<file path="config.mk">
export PLATFORM = sky130hd
export DESIGN_NAME = uart_host_tx_flat
export DESIGN_NICKNAME = d
export VERILOG_FILES = /design/src/rtl/uart_host_tx_if.sv /design/src/rtl/uart_host_tx.sv /design/src/flat_wrapper.sv
export SDC_FILE = /design/constraint.sdc
export NUM_CORES = 1
export LEC_CHECK = 0
export CAP_MARGIN = 20
export CORE_UTILIZATION = 40
export DETAILED_ROUTE_END_ITERATION = 6
export PLACE_DENSITY = 0.72
export SLEW_MARGIN = 10
export SYNTH_ARGS = -nofsm -noshare
export SYNTH_HDL_FRONTEND = slang
export SYNTH_SLANG_ARGS = --single-unit
</file>
<file path="constraint.sdc">
create_clock -name clk -period 3 [get_ports clk]
set_input_delay 0.6 -clock clk [delete_from_list [all_inputs] [get_ports clk]]
set_output_delay 0.6 -clock clk [all_outputs]
set_load 0.1 [all_outputs]
</file>
<file path="src/rtl/uart_host_tx_if.sv">
// Write-side handshake of the host UART transmitter: a byte producer
// (master) hands bytes to the transmitter FIFO (slave) with valid/ready.
interface uart_host_tx_if;
  logic [7:0] wdata;
  logic       wvalid;
  logic       wready;

  modport master (output wdata, output wvalid, input wready);
  modport slave  (input wdata, input wvalid, output wready);
endinterface

</file>
<file path="src/rtl/uart_host_tx.sv">
// Host-side 8N1 serial transmitter. Bytes from a valid/ready producer are
// buffered in a small FIFO and shifted out LSB first behind a start bit and
// STOPBITS stop bits. The line output is registered one cycle behind the
// frame state, so a byte accepted into an empty FIFO shows its start bit two
// edges after acceptance. Back-to-back frames have no idle gap.
module uart_host_tx #(
  parameter int DIV      = 1,
  parameter int DEPTH    = 4,
  parameter int STOPBITS = 1
) (
  input  logic           clk,
  input  logic           rst,
  uart_host_tx_if.slave  wr,
  output logic           datao,
  output logic           busy,
  output logic [31:0]    txcount
);

  localparam int AW      = (DEPTH > 1) ? $clog2(DEPTH) : 1;
  localparam int CW      = AW + 1;
  localparam int STOPLEN = STOPBITS * DIV;
  localparam int DW      = (STOPLEN > 1) ? $clog2(STOPLEN) : 1;
  localparam logic [DW-1:0] BITLAST  = DW'(DIV - 1);
  localparam logic [DW-1:0] STOPLAST = DW'(STOPLEN - 1);
  localparam logic [CW-1:0] FULL     = CW'(DEPTH);

  typedef enum logic [1:0] {IDLE, START, DATA, STOP} state_t;

  state_t        state, nextstate;
  logic [7:0]    mem [DEPTH];
  logic [AW-1:0] wptr, rptr;
  logic [CW-1:0] count;
  logic [7:0]    shift, shiftnext;
  logic [2:0]    bitcnt, bitnext;
  logic [DW-1:0] divcnt, divnext;
  logic          push, pop, done, linenext;

  // Ready and busy come only from registered state, never from wvalid.
  assign wr.wready = (count != FULL);
  assign push      = wr.wvalid & wr.wready;
  assign busy      = (state != IDLE) | (count != '0);

  // FIFO storage; contents need no reset since count guards every read.
  always_ff @(posedge clk) begin
    if (push) mem[wptr] <= wr.wdata;
  end

  // FIFO pointers and occupancy; pointers wrap naturally at DEPTH.
  always_ff @(posedge clk or posedge rst) begin
    if (rst) begin
      wptr  <= '0;
      rptr  <= '0;
      count <= '0;
    end else begin
      if (push) wptr <= wptr + 1'b1;
      if (pop)  rptr <= rptr + 1'b1;
      count <= count + CW'(push) - CW'(pop);
    end
  end

  // Frame sequencer next-state, bit/divider counters and line value.
  always_comb begin
    nextstate = state;
    shiftnext = shift;
    bitnext   = bitcnt;
    divnext   = divcnt + 1'b1;
    pop       = 1'b0;
    done      = 1'b0;
    linenext  = 1'b1;
    case (state)
      IDLE: begin
        divnext = '0;
        if (count != '0) begin
          pop       = 1'b1;
          shiftnext = mem[rptr];
          nextstate = START;
        end
      end
      START: begin
        linenext = 1'b0;
        if (divcnt == BITLAST) begin
          divnext   = '0;
          bitnext   = '0;
          nextstate = DATA;
        end
      end
      DATA: begin
        linenext = shift[0];
        if (divcnt == BITLAST) begin
          divnext   = '0;
          shiftnext = shift >> 1;
          if (bitcnt == 3'd7) nextstate = STOP;
          else                bitnext   = bitcnt + 1'b1;
        end
      end
      STOP: begin
        if (divcnt == STOPLAST) begin
          divnext = '0;
          done    = 1'b1;
          if (count != '0) begin
            pop       = 1'b1;
            shiftnext = mem[rptr];
            nextstate = START;
          end else begin
            nextstate = IDLE;
          end
        end
      end
      default: nextstate = IDLE;
    endcase
  end

  // Sequencer state, shift register, serial line and frame counter.
  always_ff @(posedge clk or posedge rst) begin
    if (rst) begin
      state   <= IDLE;
      shift   <= '0;
      bitcnt  <= '0;
      divcnt  <= '0;
      datao   <= 1'b1;
      txcount <= '0;
    end else begin
      state  <= nextstate;
      shift  <= shiftnext;
      bitcnt <= bitnext;
      divcnt <= divnext;
      datao  <= linenext;
      if (done) txcount <= txcount + 32'd1;
    end
  end

  noPushWhenFull: assert property (@(posedge clk) disable iff (rst)
    !(push && (count == FULL)));
  noPopWhenEmpty: assert property (@(posedge clk) disable iff (rst)
    !(pop && (count == '0)));
  idleLineHigh: assert property (@(posedge clk) disable iff (rst)
    (state == IDLE) |-> datao);

endmodule

</file>
<file path="src/flat_wrapper.sv">
// flat-port wrapper written by rule: the top's interface ports become plain ports
module uart_host_tx_flat 
#(
  parameter int DIV      = 1,
  parameter int DEPTH    = 4,
  parameter int STOPBITS = 1
)
  (clk, rst, datao, busy, txcount, wr_wdata, wr_wvalid, wr_wready);
  uart_host_tx_if wr_i ();
  input  logic clk;
  input  logic rst;
  output logic datao;
  output logic busy;
  output logic [31:0] txcount;
  input wire logic [$bits(wr_i.wdata)-1:0] wr_wdata;
  input wire logic [$bits(wr_i.wvalid)-1:0] wr_wvalid;
  output wire logic [$bits(wr_i.wready)-1:0] wr_wready;
  assign wr_i.wdata = wr_wdata;
  assign wr_i.wvalid = wr_wvalid;
  assign wr_wready = wr_i.wready;
  uart_host_tx #(.DIV(DIV), .DEPTH(DEPTH), .STOPBITS(STOPBITS)) u_core (.clk(clk), .rst(rst), .wr(wr_i), .datao(datao), .busy(busy), .txcount(txcount));
endmodule
</file>
* Word-level counts from Yosys, hierarchy flattened
Memory sizes are Yosys's and may differ from the RTL's. Index checks and enable logic that the tools add are counted.
Operators by class: add/sub/neg operators 7, $mul 0, divide/modulo/power cells 0, magnitude comparators 0, equality and inequality tests 11, shifts and indexed selects 0, multiplexer cells 25, bitwise operators 2, reduce and logical (&&, ||, !) cells 9
Operators by type and width (number):
- adder 32 x 1 -> 32 bit (second input constant) | 1
- two-way mux 8 bit | 3
- one-hot mux 8 bit (3 select lines) | 1
- two-way mux 2 bit | 5
- two-way mux 3 bit | 3
- two-way mux 1 bit | 8
- inequality test 2 bit (second input constant) | 4
- one-hot mux 2 bit (4 select lines) | 1
- one-hot mux 1 bit (2 select lines) | 3
- one-hot mux 3 bit (2 select lines) | 1
- nonzero test 3 bit | 2
- AND reduction 5 bit | 1
- adder 2 x 1 -> 2 bit (second input constant) | 2
- equality test 2 bit (second input constant) | 2
- inequality test 2 x 1 -> 1 bit (second input constant) | 2
- AND reduction 4 bit | 1
- nonzero test 2 bit | 2
- adder 3 x 1 -> 3 bit | 1
- adder 3 x 1 -> 3 bit (second input constant) | 1
- equality test 3 bit (second input constant) | 1
- inequality test 3 bit (second input constant) | 1
- AND reduction 3 bit | 1
- OR reduction 3 bit | 1
- subtractor 3 x 1 -> 3 bit | 1
- 5 further kinds | 5
Storage, ports and cells: register bits after elaboration 54, bits in latches 0, RAM bits 32, memory bits (read-only) 0, bits of input ports 11, output and inout bits 35, logic and storage cells 64, memories kept 1
Memory list:
- u_core.mem | depth 4, width 8, rd ports 1, clocked after Yosys merged registers in 0, wr ports 1, line uart_host_tx.sv:30 | logic [7:0] mem [DEPTH];

* Depth between registers and ports, before layout
Gate-level depths: netlist of run 1.
depth after elaboration 5, depth in mapped cells 11, mapped depth without buffers 11

* Least setup slack after synthesis of run 1
OpenSTA, ideal clock, no wires.
kind reg-to-reg, from reg u_core.count[1], to reg u_core.count[2], setup time 0.125 ns, arrival time 2.276 ns, data required time 2.875 ns, setup slack 0.599 ns, stages on the path, launching flop included 9, buffers on the path 0, period minus slack after synthesis 2.401 ns, cell sequence dfrtp_1 -> nor2_1 -> nand2_1 -> and2_0 -> ha_1 -> inv_1 -> fa_1 -> xnor2_1 -> xnor2_1
Between the ends: elaborated cells between the ends (all ways) 8, classes of those cells 2 x add/sub; 1 x eq/ne; 3 x mux; 1 x bitwise; 1 x reduce/logical
RTL lines:
- start, declared | line uart_host_tx.sv:32 | logic [CW-1:0] count;
- start signal, assigned | line uart_host_tx.sv:57 | count <= count + CW'(push) - CW'(pop);
- inequality test 3 bit | line uart_host_tx.sv:39 | assign wr.wready = (count != FULL);
- net wr_wready | line flat_wrapper.sv:17 | output wire logic [$bits(wr_i.wready)-1:0] wr_wready;
- AND 1 bit | line uart_host_tx.sv:40 | assign push = wr.wvalid & wr.wready;
- net u_core.push | line uart_host_tx.sv:36 | logic push, pop, done, linenext;
- adder 3 x 1 -> 3 bit | line uart_host_tx.sv:57
- subtractor 3 x 1 -> 3 bit | line uart_host_tx.sv:57
The timed path passes the listed nets, and every way through them passes these cells. A chain may end at the register's enable or synchronous reset.

* Worst setup path after layout of run 1
from reg u_core.state[0], to reg u_core.count[2]
Between the ends: cells in the longest elaborated chain, start to end 3, elaborated cells between the ends (all ways) 4, classes of those cells 1 x add/sub; 1 x eq/ne; 1 x mux; 1 x reduce/logical
RTL lines:
- start, declared | line uart_host_tx.sv:29 | state_t state, nextstate;
- start signal, assigned | line uart_host_tx.sv:123 | state <= nextstate;
- equality test 2 bit / logical NOT 2 bit (equally long branches) | line uart_host_tx.sv:70 | case (state)
- one-hot mux 1 bit (2 select lines) * | line uart_host_tx.sv:70
- net u_core.pop | line uart_host_tx.sv:36
- subtractor 3 x 1 -> 3 bit * | line uart_host_tx.sv:57
Mark *: on every way through the listed nets, which the timed path passes. The rest lies on a longest branch.

==> flow_metrics.tcl, run 1 <==
set metrics [dict create \
    busiest_layer "met2" \
    postCtsSetupRepairBufs 0 \
    synth_warnings 0 \
    via_count 2216 \
    rsz0062_at_grt "no" \
    cts_tree "built" \
    ir_drop_mv 0.372 \
    dpl.cell_count 426 \
    syn_inst 278 \
    place_hpwl_um 4530 \
    drt_wl_total_um 6590 \
    clk_transition_reported_paths_ns 0.09 \
    cpPeakStageDelay_ns 0.42 \
    wl_per_cell_um 14.9 \
    cp_max_fo 5 \
    die-area_um2 9750 \
    status "finished, final reports clean" \
    leakagePower_nw 1.94 \
    area_growth_pct 18.6 \
    setup_viol 0 \
    port_buffers 45 \
    finalSetupTns_ns 0 \
    hp-class "reg -> reg" \
    grt_max_degree 54 \
    final_cell_mix "52 x dfrtp_1, 37 x buf_4, 32 x edfxtp_1" \
    netlist_area_um2 3740 \
    critical_path_buf_inv_count 3 \
    h-tree-depth 3 \
    cp_slowest_cell "dfrtp_1" \
    utilization_pct 49.9 \
    power_density_nw_per_um2 923 \
    final-max-slew-violation-count 0 \
    crit_type "reg -> reg" \
    drive_gt1_share_pct 21.6 \
    use_met3_pct 3.90 \
    finalNetCount 355 \
    clk_latency_ns 0.36 \
    cp-end-kind "flop" \
    cts-root-buf "clkbuf_8" \
    drt-vias-per-instance 5.01 \
    max_freq_mhz 404 \
    numCtsBuffers 9 \
    grt_use_total_pct 14.7 \
    die_w_um 98.7 \
    worstMarginPinSlew_ns 0.670 \
    finalHoldViolCount 0 \
    globalRouteMet1Util_pct 20.0 \
    crit_chain "inv_1 -> ha_1 -> nor3_1 -> ha_1 -> inv_1 -> ha_1 -> inv_1 -> fa_1 -> xnor2_1 -> xnor2_1" \
    cp.required_ns 3.25 \
    core_region_area_um2 8890 \
    die_y_um 98.7 \
    finClkSkew_ns 0.00895 \
    grt_pass1_vias 2171 \
    synth-simple-area-share_pct 14.1 \
    synthAdderAreaFrac_pct 5.22 \
    cts_resized 0 \
    drv_cap 0 \
    final_common_cell "dfrtp_1" \
    drt_iter0_drc 96 \
    first_pass_iters 4 \
    start_kind "flop" \
    stdcell_count 442 \
    yosysSeqAreaShare_pct 61.2 \
    synth_mux_area_share_pct 5.95 \
    crit_family "adder cells" \
    holdBufCountCts 0 \
    post-route-period-util_pct 82.5 \
    grt_first_pass_wirelength_um 11000 \
    cts_buffer_depth 2 \
    grt_antenna_before_repair 0 \
    fin_crit_ns 2.48 \
    start_util_pct 42.1 \
    std_cell_rows 34 \
    drc 0 \
    postRouteAntennaNets 0 \
    avgSynthCellArea_um2 13.5 \
    ys_ff_latch 85 \
    synthesis.nets 304 \
    synth_top_family_by_area "simple AND/OR/NAND/NOR gates" \
    grt_overflow 0 \
    relSlewSlack_pct 55.4 \
    place_congestion 0.773 \
    synth_compound_area_share_pct 2.81 \
    use_met2_pct 22.2 \
    io_pins 46 \
    cp.arrival_ns 2.72 \
    clock-sinks 85 \
    synth_xor_area_share_pct 8.43 \
    synth_cell_types 37 \
    diodes 0 \
]
-- sequential cells by signal, indices dropped and copies added, names as in the netlist --
name            cells
u_core.mem         32
u_core.txcount     32
u_core.shift        8
u_core.bitcnt       3
u_core.count        3
u_core.rptr         2
u_core.state        2
u_core.wptr         2
u_core.datao        1
-- cells in the mapped netlist --
master	instances	share of area, %
fa_1	1	0.53
mux2_2	2	0.60
nor4_4	2	1.1
nor2b_1	1	0.17
mux4_2	8	4.8
nand4_4	1	0.57
clkinv_1	1	0.10
a32oi_1	1	0.23
buf_4	1	0.20
and4_1	5	1.2
nand2_1	29	2.9
and3_1	14	2.3
nand2b_1	2	0.33
nor2_1	13	1.3
nand4_1	9	1.5
edfxtp_1	32	26
nor2_2	2	0.33
xor2_1	7	1.6
nand3_1	12	1.6
a21o_1	1	0.20
dfrtp_1	52	35
inv_1	11	1.1
dfstp_2	1	0.70
nor3_1	2	0.27
a31oi_1	7	1.2
clkbuf_1	2	0.20
buf_2	3	0.40
mux2i_1	2	0.53
ha_1	14	4.7
and2_0	1	0.17
o22ai_1	1	0.17
o21ai_0	4	0.53
a21oi_1	2	0.27
nand4_2	1	0.33
xnor2_1	29	6.8
a21oi_2	1	0.23
buf_6	1	0.30
-- routing by layer --
metal / part of all wire, % / vias to the layer above
met2: 47 / 41
met5: 0 / -
li1: - / 1090
met1: 48 / 1078
met3: 3.5 / 7
met4: 1.8 / 0
-- path summary, 6_finish.rpt --
kind	cells after the start	startpoint	slack (ns)	end
worst min register to register	1	u_core.txcount[31]	0.48	u_core.txcount[31]
max in group asynchronous	3	rst	1.81	u_core.wptr[1]
worst max-delay path	10	u_core.state[0]	0.52	u_core.count[2]
worst max register to register	10	u_core.state[0]	0.52	u_core.count[2]
worst min-delay path	1	u_core.txcount[31]	0.48	u_core.txcount[31]
min in group asynchronous	3	rst	0.74	u_core.txcount[10]
-- where the power goes --
part           internal, mW  switching, mW
registers              1.50          0.235
clock network         0.472          0.418
logic                 0.531          0.938
-- logic make-up after synthesis --
family | count (synthesis)
AND/OR/NAND/NOR | 94
flip-flops | 85
XOR/XNOR | 36
buffers and inverters | 19
AO/OA/AOI/OAI | 17
adder cells (fa/ha/maj) | 15
multiplexers | 12
-- final cells by class --
type / instances / area [um2]
flip-flops and latches: 85 / 2290
clock buffers: 9 / 124
fillers: 746 / 4450
repair buffers: 47 / 378
multi-input cells: 174 / 1370
inverters: 12 / 45.0
well taps: 108 / 135
clock inverters: 7 / 98.8
-- per-stage QoR --
step                      setup slack [ns]  hold slack, ns  cell area, um2  power, mW
after floorplan                      0.599           0.456            3740       2.91
after global placement               0.586           0.465            4210       3.19
after detailed placement             0.511           0.469            4210       3.26
after CTS                            0.496           0.481            4440       4.14
after global routing                 0.276           0.496            4440       4.35
final                                0.524           0.480            4440       4.10
Note: power is estimated with default switching activity, not from simulation.
==> run 2, diff against run 1 <==
==> constraint.sdc (replaced) <==
create_clock -name clk -period 2.32 [get_ports clk]
set_input_delay 0.464 -clock clk [delete_from_list [all_inputs] [get_ports clk]]
set_output_delay 0.464 -clock clk [all_outputs]
set_load 0.1 [all_outputs]
==> flow_metrics.tcl, run 2 (synthesized netlist as in run 1, its figures left out) <==
set metrics [dict create \
    worstMarginPinSlew_ns 0.581 \
    h-tree-depth 3 \
    clk_transition_reported_paths_ns 0.08 \
    grt_overflow 0 \
    finalHoldViolCount 0 \
    placed_area_um2 4300 \
    die-area_um2 9750 \
    grt_use_total_pct 14.7 \
    postRouteAntennaNets 0 \
    place_congestion 0.782 \
    final-max-slew-violation-count 0 \
    hold_ws_ns 0.384 \
    hp-class "in -> async" \
    setup_viol 0 \
    io_pins 46 \
    largestRegisters "u_core.mem (32), u_core.txcount (32), u_core.shift (8)" \
    place_hpwl_um 4600 \
    clock-sinks 85 \
    start_kind "flop" \
    cp.arrival_ns 2.41 \
    status "finished, final reports clean" \
    start_util_pct 42.1 \
    drt_iter0_drc 75 \
    cts_buffer_depth 2 \
    stdcell_count 451 \
    ir_drop_mv 0.688 \
    final_cell_mix "52 x dfrtp_1, 44 x buf_4, 32 x edfxtp_1" \
    finClkSkew_ns 0.00902 \
    first_pass_iters 4 \
    clk_latency_ns 0.35 \
    cts_tree "built" \
    grt_pass1_vias 2256 \
    max_freq_mhz 459 \
    numCtsBuffers 9 \
    wl_per_cell_um 14.5 \
    rr_worst_depth 11 \
    port_buffers 45 \
    cp_max_fo 3 \
    finalSetupTns_ns 0 \
    post-route-period-util_pct 93.9 \
    fin_crit_ns 2.18 \
    leakagePower_nw 1.99 \
    drive_gt1_share_pct 24.8 \
    fin_area_um2 4530 \
    grt_first_pass_wirelength_um 11000 \
    r2r-start "u_core.state[1]" \
    die_w_um 98.7 \
    dpl.cell_count 434 \
    r2r_setup_slack_ns 0.14 \
    rsz0062_at_grt "no" \
    die_y_um 98.7 \
    drt_wl_total_um 6540 \
    drt-vias-per-instance 5.13 \
    finalNetCount 364 \
    area_growth_pct 21.0 \
    power_density_nw_per_um2 1190 \
    rr_endpoint "u_core.count[2]" \
    cp.required_ns 2.55 \
    cp-end-kind "flop" \
    core_region_area_um2 8890 \
    diodes 0 \
    drc 0 \
    std_cell_rows 34 \
    cts-root-buf "clkbuf_8" \
    crit_type "reg -> reg" \
    drv_cap 0 \
    final_common_cell "dfrtp_1" \
    relSlewSlack_pct 61.3 \
    grt_max_degree 42 \
    nFillCells 758 \
    grt_antenna_before_repair 0 \
    via_count 2314 \
]
==> run 2: cell count changes in the layout (fill, tap and decap cells not counted), sizes merged <==
cell and change:
buf +9, bufinv -1, clkinv +2, inv -1
==> run 2: repair_timing <==
item | in CTS | in global routing
hold buffers | 0 | 0
pin swaps | 0 | 3
setup endpoints to repair | 1 | 1
buffers inserted | 0 | 1
gates resized for setup | 1 | 5
gates cloned | 0 | 0
==> run 2: per-stage QoR <==
| step | power, mW | util [%] | setup WS (ns) |
|---|---|---|---|
| 2_1_floorplan | 3.77 | - | 0.00172 |
| 4_1_cts | 5.36 | 50.6 | 0.0474 |
| 6_report | 5.38 | 50.9 | 0.142 |
| 5_1_grt | 5.72 | 50.9 | 0.000818 |
| 3_3_place_gp | 4.26 | 48.4 | 0.101 |
| 3_5_place_dp | 4.35 | 48.4 | 0.0114 |
==> run 2: power by group <==
| part | leakage (nW) | total [mW] | switching (mW) | internal (mW) |
|---|---|---|---|---|
| Sequential | 0.978 | 2.25 | 0.305 | 1.94 |
| Combinational | 0.919 | 2.13 | 1.28 | 0.850 |
| Clock | 0.0903 | 1.00 | 0.513 | 0.489 |
==> run 2: worst max path at each step <==
stage | slack (ns) | startpoint | end | cells after the start
global placement | 0.10 | u_core.state[0] | u_core.count[2] | 10
global route | 0.0008 | u_core.state[1] | u_core.count[2] | 11
detailed placement | 0.01 | u_core.state[0] | u_core.count[2] | 10
finish | 0.14 | u_core.state[1] | u_core.count[2] | 11
floorplan | 0.002 | u_core.state[0] | u_core.count[2] | 10
CTS | 0.05 | u_core.state[0] | u_core.count[2] | 10
==> run 2: layout make-up <==
cell class	count	area [um2]	area share (%)
inverters	12	45.0	0.994
multi-input cells	174	1400	30.9
well taps	108	135	2.98
repair buffers	56	470	10.4
clock buffers	9	124	2.73
flip-flops and latches	85	2290	50.5
clock inverters	7	66.3	1.46
==> run 2: per-layer routing <==
metal,GRT usage (%),wire length (um)
met3,3.12,216
met4,6.89,78
met5,0,0
met1,19.4,2980
met2,23.2,3260
==> run 2: critical path, cell delays in order, from the launching register on <==
cell,delay (ns)
dfrtp_1,0.39
buf_4,0.14
ha_1,0.20
nor2_2,0.11
nor3_2,0.06
ha_1,0.30
inv_1,0.06
ha_1,0.13
inv_1,0.05
fa_2,0.35
xnor2_2,0.14
xnor2_1,0.12
==> run 3, diff against run 2 <==
--- a/config.mk
+++ b/config.mk
@@ -13,3 +13,4 @@
 export SYNTH_ARGS = -nofsm -noshare
 export SYNTH_HDL_FRONTEND = slang
 export SYNTH_SLANG_ARGS = --single-unit
+export TNS_END_PERCENT = 30
==> results of run 3 <==
The final DEF is identical to that of run 2; final timing and power are the same.
